## src/rtl/fdc_wd_rd_shaper.sv

```systemverilog
// ---------------------------------------------------------------------------
// fdc_wd_rd_shaper
// Floppy data-path conditioner between the WD1793-compatible controller and
// the drive. All timing is in clk28 ticks.
//   Write path: vg_wd rising edges become active-low fd_wdat pulses delayed by
//   NOM_DLY, or by NOM_DLY -/+ PRECOMP on inner tracks (early/late shift).
//   Up to DEPTH pulses can be pending at once.
//   Read path: fd_rdat falling edges become vg_rawr pulses. A free-running
//   vg_rclk window is re-phased on each read edge so that the pulse sits
//   mid-window.
// Ports:
//   clk28      in   system clock
//   rst        in   synchronous reset, active-high
//   en         in   path enable (0 = idle outputs, pending pulses discarded)
//   hd         in   high-density rate select for vg_rclk (period halves)
//   precomp_en in   1 = honour vg_tr43/vg_sl/vg_sr, 0 = always nominal delay
//   vg_wd      in   controller write-data strobe (async, active-high)
//   vg_sl      in   controller shift-left / early (async)
//   vg_sr      in   controller shift-right / late (async)
//   vg_tr43    in   controller track>43 flag (async)
//   fd_wdat    out  drive write data, active-low pulse
//   fd_rdat    in   drive read data (async, active-low)
//   vg_rawr    out  raw read pulse to controller, active-high
//   vg_rclk    out  read clock window to controller
//   wr_ovf     out  sticky: write edge dropped because every slot was busy
//   ovf_clr    in   single-cycle clear of wr_ovf (a coincident overflow wins)
// ---------------------------------------------------------------------------
module fdc_wd_rd_shaper #(
   parameter int unsigned CW       = 8,
   parameter int unsigned NOM_DLY  = 16,
   parameter int unsigned PRECOMP  = 4,
   parameter int unsigned WPULSE_W = 14,
   parameter int unsigned RPULSE_W = 14,
   parameter int unsigned RCLK_PER = 112,
   parameter int unsigned DEPTH    = 2
) (
   input  logic clk28,
   input  logic rst,
   input  logic en,
   input  logic hd,
   input  logic precomp_en,
   input  logic vg_wd,
   input  logic vg_sl,
   input  logic vg_sr,
   input  logic vg_tr43,
   output logic fd_wdat,
   input  logic fd_rdat,
   output logic vg_rawr,
   output logic vg_rclk,
   output logic wr_ovf,
   input  logic ovf_clr
);

   // ---------------- elaboration-time parameter checks ----------------
   if (CW < 2 || CW > 30) begin : g_chk_cw
      $error("fdc_wd_rd_shaper: CW out of range");
   end
   if (PRECOMP >= NOM_DLY) begin : g_chk_early
      $error("fdc_wd_rd_shaper: PRECOMP must be below NOM_DLY");
   end
   if (NOM_DLY + PRECOMP >= (1 << CW)) begin : g_chk_late
      $error("fdc_wd_rd_shaper: NOM_DLY+PRECOMP does not fit in CW bits");
   end
   if (WPULSE_W < 1 || WPULSE_W > (1 << CW)) begin : g_chk_wpw
      $error("fdc_wd_rd_shaper: WPULSE_W out of range");
   end
   if (RPULSE_W < 1 || RPULSE_W > (1 << CW)) begin : g_chk_rpw
      $error("fdc_wd_rd_shaper: RPULSE_W out of range");
   end
   if (RCLK_PER < 4 || (RCLK_PER % 2) != 0 || RCLK_PER >= (1 << CW)) begin : g_chk_per
      $error("fdc_wd_rd_shaper: RCLK_PER must be even, >=4 and fit in CW bits");
   end
   if (DEPTH < 1 || DEPTH > 4) begin : g_chk_depth
      $error("fdc_wd_rd_shaper: DEPTH must be 1..4");
   end

   localparam logic [CW-1:0] C_D_NOM   = CW'(NOM_DLY);
   localparam logic [CW-1:0] C_D_EARLY = CW'(NOM_DLY - PRECOMP);
   localparam logic [CW-1:0] C_D_LATE  = CW'(NOM_DLY + PRECOMP);
   localparam logic [CW-1:0] C_WP_LAST = CW'(WPULSE_W - 1);
   localparam logic [CW-1:0] C_RP_LAST = CW'(RPULSE_W - 1);
   localparam logic [CW-1:0] C_PER_SD  = CW'(RCLK_PER);
   localparam logic [CW-1:0] C_PER_HD  = CW'(RCLK_PER / 2);
   localparam logic [CW-1:0] C_HLF_SD  = CW'(RCLK_PER / 2);
   localparam logic [CW-1:0] C_HLF_HD  = CW'(RCLK_PER / 4);
   localparam logic [CW-1:0] C_QTR_SD  = CW'(RCLK_PER / 4);
   localparam logic [CW-1:0] C_QTR_HD  = CW'(RCLK_PER / 8);

   typedef enum logic [1:0] {
      S_FREE,
      S_DLY,
      S_PULSE
   } slot_t;

   // ---------------- input synchronisers ----------------
   logic r_wd_s1, r_wd_s2, r_wd_s3;
   logic r_rd_s1, r_rd_s2, r_rd_s3;
   logic r_sl_s1, r_sl_s2;
   logic r_sr_s1, r_sr_s2;
   logic r_tr_s1, r_tr_s2;

   always_ff @(posedge clk28) begin
      if (rst) begin
         r_wd_s1 <= 1'b0; r_wd_s2 <= 1'b0; r_wd_s3 <= 1'b0;
         r_rd_s1 <= 1'b1; r_rd_s2 <= 1'b1; r_rd_s3 <= 1'b1;
         r_sl_s1 <= 1'b0; r_sl_s2 <= 1'b0;
         r_sr_s1 <= 1'b0; r_sr_s2 <= 1'b0;
         r_tr_s1 <= 1'b0; r_tr_s2 <= 1'b0;
      end else begin
         r_wd_s1 <= vg_wd;   r_wd_s2 <= r_wd_s1; r_wd_s3 <= r_wd_s2;
         r_rd_s1 <= fd_rdat; r_rd_s2 <= r_rd_s1; r_rd_s3 <= r_rd_s2;
         r_sl_s1 <= vg_sl;   r_sl_s2 <= r_sl_s1;
         r_sr_s1 <= vg_sr;   r_sr_s2 <= r_sr_s1;
         r_tr_s1 <= vg_tr43; r_tr_s2 <= r_tr_s1;
      end
   end

   // The third stage keeps tracking while en=0, so enabling with a line
   // already at its active level never looks like an edge.
   logic w_wd_edge, w_rd_edge;
   assign w_wd_edge = en & r_wd_s2 & ~r_wd_s3;
   assign w_rd_edge = en & ~r_rd_s2 & r_rd_s3;

   logic w_early, w_late;
   logic [CW-1:0] w_dly;
   assign w_early = precomp_en & r_tr_s2 & r_sl_s2 & ~r_sr_s2;
   assign w_late  = precomp_en & r_tr_s2 & r_sr_s2 & ~r_sl_s2;
   assign w_dly   = w_early ? C_D_EARLY : (w_late ? C_D_LATE : C_D_NOM);

   // ---------------- write pulse slots ----------------
   slot_t         r_st       [DEPTH];
   logic [CW-1:0] r_scnt     [DEPTH];
   slot_t         w_st_nxt   [DEPTH];
   logic [CW-1:0] w_scnt_nxt [DEPTH];
   logic          w_all_busy;
   logic          w_load_done;
   logic          w_pulse_nxt;
   logic          r_fd_wdat;
   logic          r_ovf;

   always_comb begin
      w_st_nxt    = r_st;
      w_scnt_nxt  = r_scnt;
      w_all_busy  = 1'b1;
      w_load_done = 1'b0;
      w_pulse_nxt = 1'b0;
      for (int unsigned i = 0; i < DEPTH; i++) begin
         if (r_st[i] == S_FREE) w_all_busy = 1'b0;
      end
      for (int unsigned i = 0; i < DEPTH; i++) begin
         case (r_st[i])
            S_DLY: begin
               if (r_scnt[i] == '0) begin
                  w_st_nxt[i]   = S_PULSE;
                  w_scnt_nxt[i] = C_WP_LAST;
               end else begin
                  w_scnt_nxt[i] = r_scnt[i] - CW'(1);
               end
            end
            S_PULSE: begin
               if (r_scnt[i] == '0) w_st_nxt[i] = S_FREE;
               else                 w_scnt_nxt[i] = r_scnt[i] - CW'(1);
            end
            default: begin
               if (w_wd_edge && !w_load_done) begin
                  w_st_nxt[i]   = S_DLY;
                  w_scnt_nxt[i] = w_dly;
                  w_load_done   = 1'b1;
               end
            end
         endcase
         if (!en) begin
            w_st_nxt[i]   = S_FREE;
            w_scnt_nxt[i] = '0;
         end
         if (w_st_nxt[i] == S_PULSE) w_pulse_nxt = 1'b1;
      end
   end

   // fd_wdat is registered from the next-state OR of all slot pulses, so
   // one slot ending while another starts cannot glitch the output high.
   always_ff @(posedge clk28) begin
      if (rst) begin
         for (int unsigned i = 0; i < DEPTH; i++) begin
            r_st[i]   <= S_FREE;
            r_scnt[i] <= '0;
         end
         r_fd_wdat <= 1'b1;
         r_ovf     <= 1'b0;
      end else begin
         r_st      <= w_st_nxt;
         r_scnt    <= w_scnt_nxt;
         r_fd_wdat <= ~w_pulse_nxt;
         r_ovf     <= (w_wd_edge & w_all_busy) | (r_ovf & ~ovf_clr);
      end
   end

   // ---------------- read pulse and read clock window ----------------
   logic          r_rawr;
   logic [CW-1:0] r_rpcnt;
   logic [CW-1:0] r_rcnt;
   logic          r_rclk;
   logic [CW-1:0] w_per, w_half, w_qtr, w_rcnt_nxt;

   assign w_per  = hd ? C_PER_HD : C_PER_SD;
   assign w_half = hd ? C_HLF_HD : C_HLF_SD;
   assign w_qtr  = hd ? C_QTR_HD : C_QTR_SD;

   // Wrapping on ">= P-1" also folds a counter left beyond a freshly
   // shortened period (hd 0->1) back to 0 at the next step.
   always_comb begin
      w_rcnt_nxt = r_rcnt + CW'(1);
      if (!en)                            w_rcnt_nxt = '0;
      else if (w_rd_edge)                 w_rcnt_nxt = w_qtr;
      else if (r_rcnt >= w_per - CW'(1))  w_rcnt_nxt = '0;
   end

   always_ff @(posedge clk28) begin
      if (rst) begin
         r_rawr  <= 1'b0;
         r_rpcnt <= '0;
         r_rcnt  <= '0;
         r_rclk  <= 1'b0;
      end else begin
         r_rcnt <= w_rcnt_nxt;
         r_rclk <= en & (w_rcnt_nxt >= w_half);
         if (!en) begin
            r_rawr  <= 1'b0;
            r_rpcnt <= '0;
         end else if (w_rd_edge) begin
            r_rawr  <= 1'b1;
            r_rpcnt <= C_RP_LAST;
         end else if (r_rawr) begin
            if (r_rpcnt == '0) r_rawr  <= 1'b0;
            else               r_rpcnt <= r_rpcnt - CW'(1);
         end
      end
   end

   assign fd_wdat = r_fd_wdat;
   assign wr_ovf  = r_ovf;
   assign vg_rawr = r_rawr;
   assign vg_rclk = r_rclk;

endmodule

```

## config.mk

```make
export PLATFORM = sky130hd
export DESIGN_NAME = fdc_wd_rd_shaper
export DESIGN_NICKNAME = d
export VERILOG_FILES = /design/src/rtl/fdc_wd_rd_shaper.sv
export SDC_FILE = /design/constraint.sdc
export NUM_CORES = 1
export LEC_CHECK = 0
export BUFFER_PORTS_ARGS = -buffer_cell sky130_fd_sc_hd__buf_2
export CAP_MARGIN = 20
export CORE_AREA = 2 2 77 79
export DETAILED_ROUTE_END_ITERATION = 16
export DIE_AREA = 0 0 79 81
export GPL_TIMING_DRIVEN = 0
export PLACE_DENSITY = 0.65
export SLEW_MARGIN = 15
export SYNTH_ARGS = -nofsm -noshare
export SYNTH_HDL_FRONTEND = slang
export SYNTH_SLANG_ARGS = --single-unit
```

## constraint.sdc

```tcl
create_clock -name clk28 -period 2.1 [get_ports clk28]
set_input_delay 0.315 -clock clk28 [delete_from_list [all_inputs] [get_ports clk28]]
set_output_delay 0.315 -clock clk28 [all_outputs]
set_load 0.02 [all_outputs]
```

==> flow_metrics.py <==
metrics = {
    "sta": {
        "final_max_slew_viol_count": 0,
        "timing.final.crit_share": 0.984,
        "hold_viol": 0,
        "max_slew.worst_pin.slew_ps": 515,
        "skew_ps": 11.5,
        "rsz0062_at_grt": "yes",
        "setup_viol": 0,
        "fmax_ghz": 0.484,
        "layout_setup_ws_ps": 33.1,
        "period_minus_slack_ps": 2070,
        "max_slew_margin": 0.652,
    },
    "die": {
        "dieWidth_um": 79,
        "io_pins": 15,
        "rows": 28,
        "dieHeight_um": 81,
        "core_area_um2": 5680,
        "start_util": 0.473,
        "dieArea_um2": 6400,
    },
    "worst_setup_path": {
        "r2r-start": "r_rcnt[4]",
        "r2r-end": "vg_rclk",
        "criticalPathCategory": "flip-flop to flip-flop",
        "reg2regPathDepth": 8,
        "startpoint_type": "flip-flop",
        "cp-end-kind": "flip-flop",
        "crit_arrival_ps": 2240,
        "worstPathMaxFanout": 3,
        "ff2ff_setup_slack_ps": 30,
        "cp.required_ps": 2280,
    },
    "detailed_routing": {
        "drc": 0,
        "wire_per_inst_um": 13.6,
        "wl_met1_um": 2710,
        "vias": 2312,
        "drt-initial-drc-count": 112,
        "drt_first_pass_iters": 4,
        "routed.top_layer": "met4",
        "routed-wl-met2_um": 2690,
        "wl_met3_um": 197,
        "viasPerCell": 5.48,
        "totalWireLength_um": 5730,
        "antenna_left": 0,
    },
    "run": {
        "drv_cap": 0,
    },
    "status": {
        "status": "complete, no violations",
    },
    "synthesis": {
        "synth.top_cells.by_count": "52 x dfxtp_1, 37 x nor2_1, 21 x a21oi_1",
        "synth_compound_area_frac": 0.181,
        "synth-async-reset-ratio": 0,
        "synth_seq_area_share": 0.388,
        "yosysTopAreaCellShare": 0.388,
        "syn_inst": 312,
        "netlist_area_um2": 2690,
        "synth.most_common_cell": "dfxtp_1",
        "synth_top_family_by_area": "simple AND/OR/NAND/NOR gates",
        "synth.avg_cell_area_um2": 8.61,
        "synth_nets": 340,
        "yosys_warnings": 0,
        "synthMuxAreaShare": 0,
        "synth_top_area_cell": "dfxtp_1",
        "synthSimpleGateAreaFrac": 0.251,
        "synth-edff-count": 0,
        "synth-xor-area-share": 0.0620,
        "synth_seq_cells": 52,
        "synth-main-ff-cell": "dfxtp_1",
        "synth_cell_types": 49,
        "yosys-top-cells-area": "dfxtp_1 39%, ha_1 7.9%, nor2_1 5.2%, a21oi_1 3.9%, xnor2_1 3.3%",
        "synthAdderAreaFrac": 0.0792,
    },
    "clock_tree": {
        "cts_sinks": 52,
        "cts_tree": "built",
        "worstSkewPairLatency_ps": 310,
        "hold_buffers": 0,
        "path_clk_slew_ps": 100,
        "clock_path_buffers": 2,
        "htreeDepth": 2,
        "clock-root-buffer": "clkbuf_8",
        "numCtsBuffers": 5,
    },
    "power": {
        "vdd_drop_max_uv": 328,
        "leakage_nw": 1.18,
        "cellPowerDensity_nw_per_um2": 544,
    },
    "global_route": {
        "grt_overflow": 0,
        "grt_use_total": 0.184,
        "grt_antenna_before_repair": 0,
        "grt_pass1_wl_um": 9470,
        "grt_max_degree": 17,
        "grt_pass1_vias": 2173,
    },
    "place": {
        "io_buffers": 14,
        "dp_slack_ps": -279,
        "finalWeightedCongestion": 0.843,
        "place_inst": 401,
        "dpl.hpwl_um": 3790,
        "place_area_um2": 2850,
    },
    "min_path": {
        "hold_class": "input port to flip-flop",
        "min_to": "r_rd_s1",
        "whs_path_depth": 2,
        "hp-start": "fd_rdat",
    },
    "final_layout": {
        "area_growth_syn_to_layout_pct": 17.9,
        "nNetsFinal": 374,
        "drive_above_1_share": 0.199,
        "fin_area_um2": 3170,
        "instances_no_fill": 422,
        "antenna_cells": 0,
    },
}
flip-flops by register name (all words and copies together) (netlist names), 4 cells and up:
name and count:
r_rpcnt 8, r_scnt 16, r_rcnt 8, r_st 4
worst max path at each step:
stage,end,from
5_1_grt,vg_rclk,r_rcnt[4]
4_1_cts,r_scnt[11],r_scnt[8]
6_report,vg_rclk,r_rcnt[4]
2_1_floorplan,r_scnt[2],r_st[3]
3_3_place_gp,vg_rclk,hd
3_5_place_dp,vg_rclk,hd
layout make-up:
cell class              count  area (um2)
inverters                  16        60.1
clock inverters             3        18.8
fillers                   538        2510
well taps                  75        93.8
plain buffers              11        58.8
clock buffers               5        68.8
multi-input cells         233        1650
flip-flops and latches     52        1060
repair buffers             27         165
worst max-delay path, cell delays in order (launching register included):
cell and delay (ps):
dfxtp_4 370, ha_4 260, nand4b_1 110, o211ai_1 350, o21a_1 220, ha_4 180, a31oi_4 80, a31oi_1 230
o32ai_2 130
power by group:
group          internal [mW]  switching, mW  total, mW
clock                  0.233          0.336      0.569
combinational         0.0636         0.0793      0.143
sequential             0.999         0.0117       1.01
cell families after synthesis:
kind of cell	count (synthesis)
simple gates	122
fa+ha+maj	17
flops	52
compound gates	75
xor+xnor	19
buf+inv	27
cell usage in the layout, fill, tap and decap left out, drive strengths merged, types with 2 or more instances in the layout:
cell type / n
dfxtp: 52
nand2: 12
a211oi: 4
a31o: 2
nand4b: 4
a31oi: 7
a32oi: 4
inv: 16
clkinv: 3
or3: 3
nor3b: 3
nand3b: 3
clkbuf: 14
nor4: 3
or2: 3
nor3: 8
o41ai: 2
a21o: 2
o21ai: 16
ha: 17
a21oi: 21
nor2b: 13
buf: 29
nand3: 14
o21a: 2
nand2b: 6
nor2: 37
o31ai: 3
and2: 4
o22ai: 5
xor2: 9
xnor2: 10
o211ai: 2
or4: 3
metrics by stage:
| step | hold slack [ps] | utilization | setup TNS, ps | total power [mW] |
|---|---|---|---|---|
| after floorplan | 387 | - | 0 | 1.11 |
| final | 184 | 0.558 | 0 | 1.72 |
| after detailed placement | 393 | 0.502 | -646 | 1.15 |
| after CTS | 180 | 0.526 | 0 | 1.72 |
| after global routing | 181 | 0.558 | -38.5 | 1.81 |
| after global placement | 393 | 0.502 | -591 | 1.15 |
metal layers:
layer | GRT usage | vias up
li1 | - | 1183
met1 | 0.232 | 1057
met4 | 0.0793 | 0
met3 | 0.0367 | 14
met2 | 0.306 | 58
met5 | 0 | -
repair_timing:
action | in CTS | in global routing
pin swaps | 4 | 11
endpoints found under the setup margin | 6 | 14
setup buffers | 4 | 8
endpoints found under the hold margin | 0 | 0
gates resized for setup | 5 | 29
cloned | 0 | 1
(Power assumes the default switching activity.)
